**config.mk**
```make
export PLATFORM = sky130hd
export DESIGN_NAME = hex_scan_display_flat
export DESIGN_NICKNAME = d
export VERILOG_FILES = /design/src/rtl/hex_scan_display_pkg.sv /design/src/rtl/hex_scan_display_if.sv /design/src/rtl/hex_glyph_rom.sv /design/src/rtl/hex_scan_display.sv /design/src/flat_wrapper.sv
export SDC_FILE = /design/constraint.sdc
export NUM_CORES = 1
export LEC_CHECK = 0
export ABC_AREA = 1
export CELL_PAD_IN_SITES_DETAIL_PLACEMENT = 0
export CELL_PAD_IN_SITES_GLOBAL_PLACEMENT = 1
export CORE_MARGIN = 2
export CORE_UTILIZATION = 25
export DETAILED_ROUTE_END_ITERATION = 10
export GPL_TIMING_DRIVEN = 0
export PLACE_DENSITY_LB_ADDON = 0.12
export REMOVE_ABC_BUFFERS = 1
export SLEW_MARGIN = 20
export SYNTH_ARGS = -nofsm -noshare
export SYNTH_HDL_FRONTEND = slang
export SYNTH_SLANG_ARGS = --single-unit
```
**constraint.sdc**
```tcl
create_clock -name clk -period 2.7 [get_ports clk]
set_clock_uncertainty 0.2 [all_clocks]
set_input_delay 0.54 -clock clk [delete_from_list [all_inputs] [get_ports clk]]
set_output_delay 0.54 -clock clk [all_outputs]
set_load 0.01 [all_outputs]
```
**src/rtl/hex_scan_display_pkg.sv**
```systemverilog
// hex_scan_display_pkg
// Shared constants for the multiplexed seven-segment driver:
//   - segment bit indices within the {g,f,e,d,c,b,a} bus
//   - the 16-entry hex glyph table (active-high, abcdefg)
//   - a helper that applies output polarity to a segment pattern
package hex_scan_display_pkg;

    typedef logic [6:0] glyph_t;

    localparam int SEG_A = 0;
    localparam int SEG_B = 1;
    localparam int SEG_C = 2;
    localparam int SEG_D = 3;
    localparam int SEG_E = 4;
    localparam int SEG_F = 5;
    localparam int SEG_G = 6;

    // Element [n] is the glyph for nibble n (leftmost literal is entry 15).
    localparam logic [15:0][6:0] GLYPHS = {
        7'h71, 7'h79, 7'h5E, 7'h39,   // F E d C
        7'h7C, 7'h77, 7'h6F, 7'h7F,   // b A 9 8
        7'h07, 7'h7D, 7'h6D, 7'h66,   // 7 6 5 4
        7'h4F, 7'h5B, 7'h06, 7'h3F    // 3 2 1 0
    };

    localparam glyph_t SEG_ALL_OFF = 7'h00;

    function automatic glyph_t seg_pol(input glyph_t v, input bit active_low);
        return active_low ? ~v : v;
    endfunction

endpackage

```
**src/rtl/hex_scan_display_if.sv**
```systemverilog
// hex_scan_display_if
// Bundles the datapath-side controls and the display-pin outputs.
//   master: value, load, blank_lz, dp_mask (and bright) out; seg, dp, an, busy_wrap in
//   slave : the display driver side (directions reversed)
// Optional: HEX_SCAN_BRIGHTNESS_EN adds the 4-bit bright level.
interface hex_scan_display_if #(
    parameter int NUM_DIGITS = 4
);
    logic [4*NUM_DIGITS-1:0] value;
    logic                    load;
    logic                    blank_lz;
    logic [NUM_DIGITS-1:0]   dp_mask;
`ifdef HEX_SCAN_BRIGHTNESS_EN
    logic [3:0]              bright;
`endif
    logic [6:0]              seg;
    logic                    dp;
    logic [NUM_DIGITS-1:0]   an;
    logic                    busy_wrap;

`ifdef HEX_SCAN_BRIGHTNESS_EN
    modport master (output value, load, blank_lz, dp_mask, bright,
                    input  seg, dp, an, busy_wrap);
    modport slave  (input  value, load, blank_lz, dp_mask, bright,
                    output seg, dp, an, busy_wrap);
`else
    modport master (output value, load, blank_lz, dp_mask,
                    input  seg, dp, an, busy_wrap);
    modport slave  (input  value, load, blank_lz, dp_mask,
                    output seg, dp, an, busy_wrap);
`endif

endinterface

```
**src/rtl/hex_glyph_rom.sv**
```systemverilog
// hex_glyph_rom
// Combinational nibble to seven-segment glyph lookup (active-high).
//   nibble : 4-bit hex digit
//   glyph  : {g,f,e,d,c,b,a}
module hex_glyph_rom
    import hex_scan_display_pkg::*;
(
    input  logic [3:0] nibble,
    output glyph_t     glyph
);

    assign glyph = GLYPHS[nibble];

endmodule

```
**src/rtl/hex_scan_display.sv**
```systemverilog
// hex_scan_display
// Time-multiplexed driver for NUM_DIGITS common-anode seven-segment digits.
// A shadow register captures the packed value on load; digits are scanned
// round-robin, SCAN_DIV clocks per digit, with optional leading-zero blanking.
// All outputs come straight from flops.
//   clk, rst_n : clock, asynchronous active-low reset
//   bus        : hex_scan_display_if.slave
//                value/load/blank_lz/dp_mask in, seg/dp/an/busy_wrap out
// Optional macro HEX_SCAN_BRIGHTNESS_EN: adds bus.bright; an is only asserted
// while the top 4 prescaler bits are below bright (needs SCAN_DIV >= 16).
module hex_scan_display
    import hex_scan_display_pkg::*;
#(
    parameter int NUM_DIGITS = 4,
    parameter int SCAN_DIV   = 1024,
    parameter int ACTIVE_LOW = 1
) (
    input logic              clk,
    input logic              rst_n,
    hex_scan_display_if.slave bus
);

    localparam int PW = $clog2(SCAN_DIV);
    localparam int IW = (NUM_DIGITS > 1) ? $clog2(NUM_DIGITS) : 1;
    localparam logic [PW-1:0] PRE_TC   = PW'(SCAN_DIV - 1);
    localparam logic [IW-1:0] IDX_LAST = IW'(NUM_DIGITS - 1);
    localparam bit INV = (ACTIVE_LOW != 0);

    logic [4*NUM_DIGITS-1:0] shadow;
    logic [PW-1:0]           prescaler;
    logic [IW-1:0]           idx;
    logic                    slot_end;

    logic [NUM_DIGITS-1:0]   blanked;
    logic [NUM_DIGITS-1:0]   an_onehot;
    logic [3:0]              cur_nib;
    logic                    cur_dp;
    logic                    cur_blank;
    logic                    an_gate;
    glyph_t                  glyph;

    glyph_t                  seg_q;
    logic                    dp_q;
    logic [NUM_DIGITS-1:0]   an_q;
    logic                    busy_wrap_q;

    assign slot_end = (prescaler == PRE_TC);

    // Walk from the most significant digit down; a digit is a leading zero
    // while every nibble above and including it is zero. Digit 0 always shows.
    always_comb begin
        logic run;
        run     = 1'b1;
        blanked = '0;
        for (int i = NUM_DIGITS - 1; i >= 0; i--) begin
            run = run & (shadow[4*i +: 4] == 4'h0);
            blanked[i] = bus.blank_lz & run & (i != 0);
        end
    end

    always_comb begin
        cur_nib   = 4'h0;
        cur_dp    = 1'b0;
        cur_blank = 1'b0;
        an_onehot = '0;
        for (int i = 0; i < NUM_DIGITS; i++) begin
            if (idx == IW'(i)) begin
                cur_nib      = shadow[4*i +: 4];
                cur_dp       = bus.dp_mask[i];
                cur_blank    = blanked[i];
                an_onehot[i] = 1'b1;
            end
        end
    end

`ifdef HEX_SCAN_BRIGHTNESS_EN
    assign an_gate = (prescaler[PW-1 -: 4] < bus.bright);
`else
    assign an_gate = 1'b1;
`endif

    hex_glyph_rom u_rom (
        .nibble (cur_nib),
        .glyph  (glyph)
    );

    always_ff @(posedge clk or negedge rst_n) begin
        if (!rst_n) begin
            shadow      <= '0;
            prescaler   <= '0;
            idx         <= '0;
            busy_wrap_q <= 1'b0;
            seg_q       <= {7{INV}};
            dp_q        <= INV;
            an_q        <= {NUM_DIGITS{INV}};
        end else begin
            if (bus.load) begin
                shadow <= bus.value;
            end
            if (slot_end) begin
                prescaler <= '0;
                idx       <= (idx == IDX_LAST) ? '0 : idx + 1'b1;
            end else begin
                prescaler <= prescaler + 1'b1;
            end
            // Set on the same edge that returns idx to 0, so the pulse
            // occupies the first cycle with idx back at digit 0.
            busy_wrap_q <= slot_end && (idx == IDX_LAST);
            an_q        <= (an_gate ? an_onehot : '0) ^ {NUM_DIGITS{INV}};
            seg_q       <= seg_pol(cur_blank ? SEG_ALL_OFF : glyph, INV);
            dp_q        <= cur_dp ^ INV;
        end
    end

    assign bus.seg       = seg_q;
    assign bus.dp        = dp_q;
    assign bus.an        = an_q;
    assign bus.busy_wrap = busy_wrap_q;

endmodule

```
**src/flat_wrapper.sv**
```systemverilog
// flat-port wrapper written by rule: the top's interface ports become plain ports
module hex_scan_display_flat import hex_scan_display_pkg::*;
#(
    parameter int NUM_DIGITS = 4,
    parameter int SCAN_DIV   = 1024,
    parameter int ACTIVE_LOW = 1
)
  (clk, rst_n, bus_value, bus_load, bus_blank_lz, bus_dp_mask, bus_seg, bus_dp, bus_an, bus_busy_wrap);
  hex_scan_display_if #(.NUM_DIGITS(NUM_DIGITS)) bus_i ();
  input logic clk;
  input logic rst_n;
  input wire logic [$bits(bus_i.value)-1:0] bus_value;
  input wire logic [$bits(bus_i.load)-1:0] bus_load;
  input wire logic [$bits(bus_i.blank_lz)-1:0] bus_blank_lz;
  input wire logic [$bits(bus_i.dp_mask)-1:0] bus_dp_mask;
  output wire logic [$bits(bus_i.seg)-1:0] bus_seg;
  output wire logic [$bits(bus_i.dp)-1:0] bus_dp;
  output wire logic [$bits(bus_i.an)-1:0] bus_an;
  output wire logic [$bits(bus_i.busy_wrap)-1:0] bus_busy_wrap;
  assign bus_i.value = bus_value;
  assign bus_i.load = bus_load;
  assign bus_i.blank_lz = bus_blank_lz;
  assign bus_i.dp_mask = bus_dp_mask;
  assign bus_seg = bus_i.seg;
  assign bus_dp = bus_i.dp;
  assign bus_an = bus_i.an;
  assign bus_busy_wrap = bus_i.busy_wrap;
  hex_scan_display #(.NUM_DIGITS(NUM_DIGITS), .SCAN_DIV(SCAN_DIV), .ACTIVE_LOW(ACTIVE_LOW)) u_core (.clk(clk), .rst_n(rst_n), .bus(bus_i));
endmodule
```
; ---- After elaboration in Yosys (flattened, before gate mapping)
; Memory sizes are Yosys's and may differ from the RTL's.
; Cells that the tools add are included.
[word_totals]
reg_bits = 41
romBits = 112
input_bits = 24
mem_bits_rw = 0
latchBits = 0
out_inout_bits = 13
mem_count = 1
[classes]
bitwise_logic = 8
n_mux = 19
n_eq_ne = 4
div_mod_pow = 0
reduce_logical = 5
add_sub_neg = 2
magnitude_cmp = 1
mul = 0
shifts = 0
[memory_table]
columns = name, depth, word_bits, read_ports, rd_clocked_by_memory_dff, wr, line_no
row1 = (name not given), 16, 7, 1, 0, 0, hex_glyph_rom.sv:12  ; assign glyph = GLYPHS[nibble];
[op_table]
columns = cell, count
row1 = $mux 4, 4
row2 = $mux 7, 2
row3 = $logic_not 4->1, 3
row4 = $mux 1, 11
row5 = $add 10x1->10 const B, 1
row6 = $eq 10x10->1 const B, 1
row7 = $mux 10, 1
row8 = $not 7->7, 1
row9 = $and 1x1->1, 5
row10 = $lt 4x5->1 const B, 1
row11 = $eq 2x2->1 const B, 2
row12 = $not 4->4, 1
row13 = $add 2x1->2 const B, 1
row14 = $eq 2x1->1 const B, 1
row15 = $logic_not 2->1, 1
row16 = $mux 2, 1
row17 = $logic_and 1x1->1, 1
row18 = $not 1->1, 1

; ---- Logic depth before layout (Yosys ltp)
; Gate-level depths: netlist of run 1.
[logic_depth]
ltp_word = 9
ltp_mapped = 14
depth_no_buf = 14

; ---- Modules after synthesis
; Synthesis of run 1 repeated with hierarchy kept, for this count alone.
[unflattened]
cells_unflattened = 237
area_unflattened_um2 = 2107.0
[by_module_without_submodules]
columns = mod, area_each_um2, seq_area_each_um2, instances, cells_per_inst
row1 = hex_scan_display, 1830.5, 1041.0, 1, 185
row2 = hex_glyph_rom, 276.5, 0.0, 1, 52

; ---- Worst setup path before layout of run 1
; OpenSTA, ideal clock, no wires.
[synth_timing]
kind = reg2reg
startpoint = reg u_core.idx[0]
endpoint = reg u_core.seg_q[3] (netlist: u_core.bus.seg[3])
stages_incl_launch_ff = 12
setup_time_ps = 84
arrival_ps = 1677
t_required_ps = 2416
setup_slack_ps = 739
path_cell_list = dfrtp_1 > inv_1 > ha_1 > buf_4 > a21oi_1 > nand2_1 > a21boi_2 > ha_1 > inv_1 > nand2_1 > nand3_1 > nand3_1
[synth_via]
elab_chain_len = 9
elab_cells_between_ends = 15
cone_classes = 3 x eq/ne / 9 x mux / 1 x bitwise / 1 x reduce/logical / 1 x memory
[synth_lines]
columns = item, line_no
row1 = from (decl), hex_scan_display.sv:31  ; logic [IW-1:0] idx;
row2 = from (signal assigned), hex_scan_display.sv:102  ; idx <= (idx == IDX_LAST) ? '0 : idx + 1'b1;
row3 = $logic_not 2->1, hex_scan_display.sv:67  ; if (idx == IW'(i)) begin
row4 = $mux 4 (4 in a row), hex_scan_display.sv:67
row5 = $mem_v2 16x7, --
row6 = $mux 7 (implied by the code), hex_glyph_rom.sv:12
row7 = $mux 7 (*), hex_scan_display.sv:110  ; seg_q <= seg_pol(cur_blank ? SEG_ALL_OFF : glyph, INV);
row8 = $not 7->7 (*), hex_scan_display_pkg.sv:29  ; return active_low ? ~v : v;
row9 = to (signal assigned), hex_scan_display.sv:93  ; seg_q <= {7{INV}};
row10 = to (signal assigned), hex_scan_display.sv:110
row11 = to (decl), hex_scan_display.sv:42  ; glyph_t seg_q;
; Every way passes the cells marked *; elsewhere a longest branch is shown, timed or not. The select of a mux whose other input is x is not followed.
; A chain may end at the register's enable or synchronous reset.

; ---- Final worst setup path of run 1
; Ends and elaborated chain as after synthesis.

==> reports/results.ini, run 1 <==
[global_routing]
grt_overflow = 0
antenna_found_initial = 0
grt_pass1_wl_um = 7630
grt_pass1_vias = 1599
grt_max_degree = 29
grt_usage_pct = 11.1

[cells_and_area]
diodes = 0
final_cell_area_um2 = 2660
nNetsFinal = 316
num-fill-cells = 856
multiInputGateArea_um2 = 875
seq_area_um2 = 1040
final_util_pct = 32.7
syn2layout_area_growth_pct = 28.3
layout-drive-gt1-share_pct = 13.8

[routing]
post_drt_wl_per_cell_um = 11.4
drt_iter0_drc = 18
ant_nets = 0
vias = 1575
firstDrtPassIters = 4
route.detailed.drc = 0
routed_wl_um = 4390
vias_per_cell = 4.07

[timing]
setup_violations = 0
clock.fmax_mhz = 430
holdWs_ps = 303
fin_crit_sh_pct = 86.1
slew_viol_final = 0
setup_ws_ps = 375
period_minus_slack_ps = 2330
rsz0062_at_grt = no
worst_pin_slew_ps = 929
max_slew_margin_pct = 37.9
hold_viol = 0

[die]
core_um2 = 8130
fp-row-count = 33
die-area_um2 = 9030
die_height_um = 95.0
io_pins = 37
die_w_um = 95.0
start_util_pct = 25.5

[power]
p_leak_nw = 1.25
p_per_area_nw_per_um2 = 496
max-vdd-ir-drop_mv = 0.198

[cts]
clkTransAtPathRegs_ps = 90
clock_sinks = 41
postCtsHoldBufs = 1
cts_setup_buffers = 0
cts_tree = built
cts-buffers-inserted = 5
h-tree-depth = 2
clockBufferDepth = 2
insertion_delay_ps = 300
post_cts_resized = 0
ctsRootBufferMaster = clkbuf_8

[yosys]
avgSynthCellArea_um2 = 8.59
ys_ff_latch = 41
synth_xor_area_share_pct = 0.846
synthArstFlopShare_pct = 100
synth_ff_type = dfrtp_1
synth-compound-area-share_pct = 8.94
yosysWarnings = 0
yosysTopAreaCell = dfrtp_1
yosys.area_share.simple_pct = 23.1
synth_top_area_share_pct = 35.0
synthAdderAreaFrac_pct = 6.65
synth_top_family_by_area = simple AND/OR/NAND/NOR gates
synth_area_leaders = dfrtp_1, dfstp_2, nand2_1
synth_edf_count = 0
synth_mux_area_share_pct = 2.72
syn_inst = 241
synth_cell_type_count = 28
synthesis.area_um2 = 2070
yosysSeqAreaShare_pct = 50.3

[run]
drv_cap = 0

[critical_path]
cp-end-kind = flop
worst_ep_arrival_time_ps = 2360
cp_data_required_time_ps = 2730
reg2reg_setup_slack_ps = 370
startpoint_type = flop
path_class = flop to flop
crit_fanout = 9

[place]
routabilityCongestion = 0.723
place_area_um2 = 2550
pre_cts_ws_ps = 300
place_hpwl_um = 3330
numPortBuffers = 36

[run_status]
status = completed

[min_path]
hp-class = flop to flop

cell usage in the layout, fill, tap and decap left out, types with 9 or more instances in the layout:
cell type        Yosys  layout
a21oi_1              9       9
clkdlybuf4s50_1      0      35
dfrtp_1             29      29
dfstp_2             12      12
ha_1                11      11
inv_1               33      33
nand2_1             68      68
nand3_1             19      19
nor2_1              13      13
o21ai_0             19      19
worst paths after layout:
path / cells after the start / startpoint / end
setup / recovery: 12 / u_core.idx[0] / u_core.bus.seg[3]
hold reg to reg: 1 / u_core.prescaler[2] / u_core.prescaler[2]
max in group asynchronous: 3 / rst_n / u_core.bus.seg[6]
setup reg to reg: 12 / u_core.idx[0] / u_core.bus.seg[3]
hold / removal: 1 / u_core.prescaler[2] / u_core.prescaler[2]
min in group asynchronous: 2 / rst_n / u_core.shadow[3]
worst max-delay path: stages, from the launching register on:
cell and delay [ps]:
dfrtp_1 430, inv_1 120, ha_1 360, inv_1 140, nand3_1 120, nand2_1 70, nand2_1 140, inv_1 110
ha_1 280, inv_1 60, nand2_1 60, nand3_1 90, nand3_1 80
registers in the layout (all words and copies together) (netlist names):
name and count:
u_core.prescaler 10, u_core.bus.dp 1, u_core.shadow 16, u_core.idx 2
u_core.bus.seg 7, u_core.bus.busy_wrap 1, u_core.bus.an 4
routing by layer:
layer  global-route usage, %  part of all wire, %
met1                    14.4                   50
met2                    18.0                   45
met3                    2.85                  3.7
met4                    3.99                  1.7
met5                       0                    0
synthesized netlist by cell type, types with 2 or more instances:
cell type  instances
dfrtp_1           29
ha_1              11
a21oi_1            9
inv_1             33
nor2_1            13
nand3_1           19
o21ai_0           19
mux2_2             5
nand2_1           68
dfstp_2           12
inv_2              2
nand2_2            3
clkbuf_1           3
area by class of cell:
| type | count | share of cell area (%) |
|---|---|---|
| repair buffers | 38 | 14.5 |
| clock inverters | 3 | 0.942 |
| well taps | 105 | 4.94 |
| clock buffers | 5 | 2.59 |
| multi-input cells | 160 | 32.9 |
| flip-flops and latches | 41 | 39.2 |
| inverters | 35 | 4.94 |
per-stage QoR:
| stage | setup TNS (ps) | std cells | total power [mW] |
|---|---|---|---|
| after global placement | -7570 | 377 | 0.910 |
| after detailed placement | 0 | 378 | 0.912 |
| after global routing | 0 | 387 | 1.41 |
| after CTS | 0 | 387 | 1.35 |
| final | 0 | 387 | 1.32 |
| after floorplan | 0 | 236 | 0.795 |
power breakdown:
part	total (mW)	leakage [nW]	internal, mW	switching (mW)
clock	0.423	0.0447	0.187	0.236
combinational	0.215	0.719	0.106	0.109
sequential	0.681	0.485	0.666	0.0150
total	1.32	1.25	0.958	0.360
cells by family after synthesis:
| family | after synthesis |
|---|---|
| muxes | 5 |
| DFF | 41 |
| buffers and inverters | 40 |
| and+or+nand+nor | 110 |
| xor gates and xnor gates | 2 |
| adders and majority gates | 11 |
| AOI/OAI and AO/OA | 32 |
Note: power is estimated with default switching activity, not from simulation.
==> inputs of run 2 (changes only) <==
--- a/config.mk
+++ b/config.mk
@@ -10,6 +10,7 @@
 export CELL_PAD_IN_SITES_GLOBAL_PLACEMENT = 1
 export CORE_MARGIN = 2
 export CORE_UTILIZATION = 25
+export CTS_CLUSTER_SIZE = 30
 export DETAILED_ROUTE_END_ITERATION = 10
 export GPL_TIMING_DRIVEN = 0
 export PLACE_DENSITY_LB_ADDON = 0.12
==> results of run 2 <==
The final DEF is identical to that of run 1; final timing and power are the same.
==> inputs of run 3 (changes only) <==
--- a/config.mk
+++ b/config.mk
@@ -13,6 +13,7 @@
 export CTS_CLUSTER_SIZE = 30
 export DETAILED_ROUTE_END_ITERATION = 10
 export GPL_TIMING_DRIVEN = 0
+export HOLD_SLACK_MARGIN = 0.05
 export PLACE_DENSITY_LB_ADDON = 0.12
 export REMOVE_ABC_BUFFERS = 1
 export SLEW_MARGIN = 20
==> results of run 3 <==
The final DEF is identical to that of run 1; final timing and power are the same.
==> RTL edit 1: new RTL, settings of run 2 <==
`NUM_DIGITS` is set to 4 in 3 places; all go to 16.
--- a/src/rtl/hex_scan_display_if.sv
+++ b/src/rtl/hex_scan_display_if.sv
@@ -5,5 +5,5 @@
 // Optional: HEX_SCAN_BRIGHTNESS_EN adds the 4-bit bright level.
 interface hex_scan_display_if #(
-    parameter int NUM_DIGITS = 4
+    parameter int NUM_DIGITS = 16
 );
     logic [4*NUM_DIGITS-1:0] value;
--- a/src/rtl/hex_scan_display.sv
+++ b/src/rtl/hex_scan_display.sv
@@ -12,5 +12,5 @@
     import hex_scan_display_pkg::*;
 #(
-    parameter int NUM_DIGITS = 4,
+    parameter int NUM_DIGITS = 16,
     parameter int SCAN_DIV   = 1024,
     parameter int ACTIVE_LOW = 1
--- a/src/flat_wrapper.sv
+++ b/src/flat_wrapper.sv
@@ -2,5 +2,5 @@
 module hex_scan_display_flat import hex_scan_display_pkg::*;
 #(
-    parameter int NUM_DIGITS = 4,
+    parameter int NUM_DIGITS = 16,
     parameter int SCAN_DIV   = 1024,
     parameter int ACTIVE_LOW = 1
Ports: changed (resized bus_an, bus_dp_mask and bus_value); port bits go from 37 to 109. No check against the original RTL was run, so the function may have changed too.
==> RTL edit 1 against run 2 <==
The run now ends with setup timing left; total power grew to 2.7 times the old value; global-route usage is 2.8 points higher; wire length grew to 3.3 times the old value; design area grew to 2.8 times the old value; worst setup slack worse by 830 ps; synthesized area is 140% higher; utilization is 4.2 points higher; sequential cell count is 62 higher; largest cell class unchanged.
==> RTL edit 1: results (changes against run 2) <==
Parameter                              Value

Clock network
  Skew-Pair Late Insertion Delay ... 350 ps (was 300 ps)
  Number of H-tree levels ... 3 (was 2)
  Register clock-pin slew on the reported worst setup and hold paths ... 70 ps (was 90 ps)
  Resized Gates After CTS ... 65 (was 0)
  Total setup buffers inserted after CTS ... 17 (was 0)
  Number of buffers created by CTS ... 9 (was 5)

Pwr
  Standby leakage power ... 3.28 nW (was 1.25 nW)
  Clock network fraction of design power ... 35.8% (was 32.0%)
  Fraction of power consumed by sequential logic ... 48.4% (was 51.6%)
  Worst vdd ir ... 0.270 mV (was 0.198 mV)
  P_int ... 2.63 mW (was 0.958 mW)

Layout
  Flip-flop count of the largest register after layout ... 64 (was 16)
  Net total in the final layout ... 832 (was 316)
  Proportion of layout cells with a drive suffix above 1 ... 24.4% (was 13.8%)
  Final-layout fill cell count ... 2070 (was 856)

Placement
  Worst slack at placement ... -1040 ps (was 300 ps)
  Final estimated routing congestion in global placement ... 0.765 (was 0.723)
  Post-detailed-placement half-perimeter wirelength ... 10400 µm (was 3330 µm)

Route
  DR WL/cell ... 14.1 µm (was 11.4 µm)
  Vias per std cell ... 4.34 (was 4.07)
  Starting DRC count in detailed routing ... 163 (was 18)

Critical path
  CP top delay family ... compound AO/OA/AOI/OAI gates (was adder cells)
  Crit Path Max Fanout ... 10 (was 9)
  Depth of the worst register-to-register path ... 19 (was 12)
  Worst EP arrival ... 3250 ps (was 2360 ps)
  Destination of the worst register-to-register timing path ... u_core.bus.seg[2] (was u_core.bus.seg[3])

STA
  Final count of negative-setup-slack endpoints ... 8 (was 0)
  Hold slack ... 292 ps (was 303 ps)
  Final WS setup ... -460 ps (was 375 ps)
  Worst max-slew margin expressed relative to the limit ... 54.9% (was 37.9%)

Yosys
  Number of unique standard cell types used by synthesis ... 31 (was 28)
  Portion of the post-synthesis area used by sequential elements ... 51.5% (was 50.3%)
  Largest cells by area after synthesis ... sky130_fd_sc_hd__dfrtp_1 (39%), sky130_fd_sc_hd__nand2_1 (13%), sky130_fd_sc_hd__dfstp_2 (12%) (was sky130_fd_sc_hd__dfrtp_1 (35%), sky130_fd_sc_hd__dfstp_2 (15%), sky130_fd_sc_hd__nand2_1 (12%))

Run status
  Result of the run ... complete, but fails checks (was finished clean)
  Violations in the final reports ... setup timing

Hold path
  Hold wc startpoint ... u_core.prescaler[2] (unchanged)

GRT
  Maximum number of pins on one net before global-route repair ... 58 (was 29)
-- RTL edit 1: cell types whose count changed in the layout (fill, tap and decap cells not counted), moves of 21 or more --
cell                              delta
sky130_fd_sc_hd__inv_1              +34
sky130_fd_sc_hd__buf_4              +25
sky130_fd_sc_hd__clkdlybuf4s50_1    +71
sky130_fd_sc_hd__nand2_1            +82
sky130_fd_sc_hd__dfrtp_1            +47
sky130_fd_sc_hd__mux2_2             +21
sky130_fd_sc_hd__o21ai_0            +31
-- RTL edit 1: area by class of cell --
class                   count  area share (%)
flip-flops and latches    103            35.4
multi-input cells         396            32.2
repair buffers            143            19.4
well taps                 270            4.58
inverters                  84            4.53
clock buffers              11            3.42
clock inverters             5           0.424
-- RTL edit 1: worst reg2reg max path: stages, from the launching register on --
cell                         delay [ps]
sky130_fd_sc_hd__dfrtp_1            420
sky130_fd_sc_hd__inv_2              120
sky130_fd_sc_hd__ha_4               200
sky130_fd_sc_hd__clkinvlp_4         150
sky130_fd_sc_hd__nor2_4             210
sky130_fd_sc_hd__inv_4               60
sky130_fd_sc_hd__buf_4              150
sky130_fd_sc_hd__o21ai_0            190
sky130_fd_sc_hd__a21oi_2             60
sky130_fd_sc_hd__o211ai_1           240
sky130_fd_sc_hd__o21ai_1            100
sky130_fd_sc_hd__o211ai_1           100
sky130_fd_sc_hd__nand2_1            100
sky130_fd_sc_hd__nand2_1             90
sky130_fd_sc_hd__nand2_1             60
sky130_fd_sc_hd__nand2_1            110
sky130_fd_sc_hd__nand2_4            100
sky130_fd_sc_hd__buf_4              150
sky130_fd_sc_hd__o21ai_0            220
sky130_fd_sc_hd__nand2_2             70
-- RTL edit 1: per-layer routing --
metal / track usage (%) / vias up / part of all wire (%)
met2: 23.1 / 74 / 48
met3: 3.72 / 9 / 3.8
li1: - / 2209 / -
met1: 18.1 / 2100 / 47
met4: 3.40 / 0 / 0.99
met5: 0 / - / 0
-- RTL edit 1: per-stage QoR --
step | TNS, ps | utilization (%) | total power [mW] | std cells | instance area, µm²
after floorplan | -593 | - | 1.95 | 582 | 4990
after global placement | -419170 | 32.0 | 2.25 | 960 | 6410
after detailed placement | -6590 | 32.3 | 2.25 | 962 | 6470
after CTS | -3530 | 35.4 | 3.60 | 996 | 7090
after global routing | -5210 | 36.8 | 3.77 | 1012 | 7380
final | -2850 | 36.8 | 3.56 | 1012 | 7380
-- RTL edit 1: cells by family after synthesis --
logic type                 synth area share [%]
DFF                                        51.5
buffers and inverters                      7.61
AOI/OAI and AO/OA                          11.4
muxes                                      5.78
and+or+nand+nor                            20.3
adders and majority gates                  2.72
xor gates and xnor gates                  0.692
==> RTL edit 2: new RTL, config.mk and constraints of run 2 <==
Without the edit above. Make the reset (`rst_n`) synchronous in one clocked block. Comments in the files are not updated.
--- a/src/rtl/hex_scan_display.sv
+++ b/src/rtl/hex_scan_display.sv
@@ -85,5 +85,5 @@
     );
 
-    always_ff @(posedge clk or negedge rst_n) begin
+    always_ff @(posedge clk) begin
         if (!rst_n) begin
             shadow      <= '0;
Function: differs if rst_n is asserted again (counterexample within 4 cycles, from zero or initial values and one cycle with rst_n low); with rst_n held inactive, the same outputs for 10 cycles.
==> RTL edit 2 against run 2 <==
Synthesized area is 5.9% lower; hold slack worse by 52 ps; total power is 5.7% lower; critical path depth is 1 lower; wire length is 2.1% higher; maximum frequency is 3.7% lower; worst setup slack worse by 90 ps; design area is 5.9% lower; via count is 6.1% higher; sequential cell count stayed put.
==> RTL edit 2: results (changes against run 2) <==
Parameter                              Value

Layout
  Non-clock buffer contribution to total cell area ... 14.4% (was 14.5%)
  Fraction of area in registers ... 32.8% (was 39.2%)
  Number of multi-input combinational cells in the layout ... 185 (was 160)
  Multi-input combinational cell area ... 1010 µm² (was 875 µm²)
  Proportion of layout cells with a drive suffix above 1 ... 8.53% (was 13.8%)
  Final instance count without filler cells ... 395 (was 387)
  Final-layout fill cell count ... 847 (was 856)
  Net total in the final layout ... 328 (was 316)
  Area delta synth->final ... 28.2% (was 28.3%)
  Layout clock buffer count ... 7 (was 5)
  Number of non-clock buffers in the layout ... 36 (was 38)

Yosys
  Number of unique standard cell types used by synthesis ... 31 (was 28)
  Area fraction in compound gates after synthesis ... 14.7% (was 8.94%)
  Post-Synthesis Mean Instance Area ... 7.59 µm² (was 8.59 µm²)
  Fraction of synthesized area in multiplexers ... 0% (was 2.72%)
  Most instantiated cells after synthesis ... sky130_fd_sc_hd__nand2_1 (51), sky130_fd_sc_hd__dfxtp_1 (41), sky130_fd_sc_hd__nor2_1 (37) (was sky130_fd_sc_hd__nand2_1 (68), sky130_fd_sc_hd__inv_1 (33), sky130_fd_sc_hd__dfrtp_1 (29))
  Post-synth ARST share ... 0% (was 100%)

Pwr
  Standby leakage power ... 1.06 nW (was 1.25 nW)
  Worst vdd ir ... 0.199 mV (was 0.198 mV)

Critical path
  Peak per-stage delay on the critical path ... 380 ps (was 430 ps)
  Slowest cell on the critical path ... sky130_fd_sc_hd__dfxtp_1 (was sky130_fd_sc_hd__dfrtp_1)
  Crit Path Max Fanout ... 11 (was 9)
  Worst EP arrival ... 2390 ps (was 2360 ps)

Route
  Vias per std cell ... 4.23 (was 4.07)
  Starting DRC count in detailed routing ... 75 (was 18)

GRT
  Vias in the first global route ... 1670 (was 1599)
  All-Layer GR Usage ... 11.7% (was 11.1%)

Placement
  Placed Instance Area ... 2410 µm² (was 2550 µm²)
  Post-detailed-placement half-perimeter wirelength ... 3320 µm (was 3330 µm)
  Worst slack at placement ... 85.9 ps (was 300 ps)

STA
  Worst max-slew margin expressed relative to the limit ... 48.8% (was 37.9%)

Run status
  Result of the run ... finished clean (unchanged)

Floorplanning
  Tapcell count ... 102 (was 105)
==> RTL edit 2: cell types whose count changed after synthesis, moves of 3 or more <==
| cell | change |
|---|---|
| sky130_fd_sc_hd__dfxtp_1 | +41 |
| sky130_fd_sc_hd__mux2_2 | -5 |
| sky130_fd_sc_hd__nand2_2 | +3 |
| sky130_fd_sc_hd__a21oi_1 | +7 |
| sky130_fd_sc_hd__nor3_1 | +3 |
| sky130_fd_sc_hd__dfstp_2 | -12 |
| sky130_fd_sc_hd__inv_1 | -10 |
| sky130_fd_sc_hd__dfrtp_1 | -29 |
| sky130_fd_sc_hd__nand2_1 | -17 |
| sky130_fd_sc_hd__nor2_1 | +24 |
==> RTL edit 2: power groups by stage <==
stage / clock network [mW] / logic (mW) / registers, mW
after floorplan: 0 / 0.0856 / 0.670
after global placement: 0 / 0.179 / 0.666
after detailed placement: 0 / 0.178 / 0.667
after CTS: 0.429 / 0.179 / 0.653
after global routing: 0.453 / 0.202 / 0.657
final: 0.415 / 0.177 / 0.652
==> RTL edit 2: layer usage <==
| metal | vias up | share of wire [%] | global-route usage, % |
|---|---|---|---|
| li1 | 900 | - | - |
| met1 | 729 | 52 | 16.0 |
| met2 | 37 | 43 | 17.5 |
| met3 | 5 | 4.2 | 3.17 |
| met4 | 0 | 1.6 | 4.10 |
| met5 | - | 0 | 0 |
==> RTL edit 2: path summary, 6_finish.rpt <==
path | startpoint | end | slack (ps) | cells past startpoint
setup / recovery | u_core.idx[0] | u_core.bus.seg[3] | 280 | 11
hold / removal | u_core.prescaler[0] | u_core.prescaler[0] | 250 | 1
setup reg to reg | u_core.idx[0] | u_core.bus.seg[3] | 280 | 11
hold reg to reg | u_core.prescaler[0] | u_core.prescaler[0] | 250 | 1
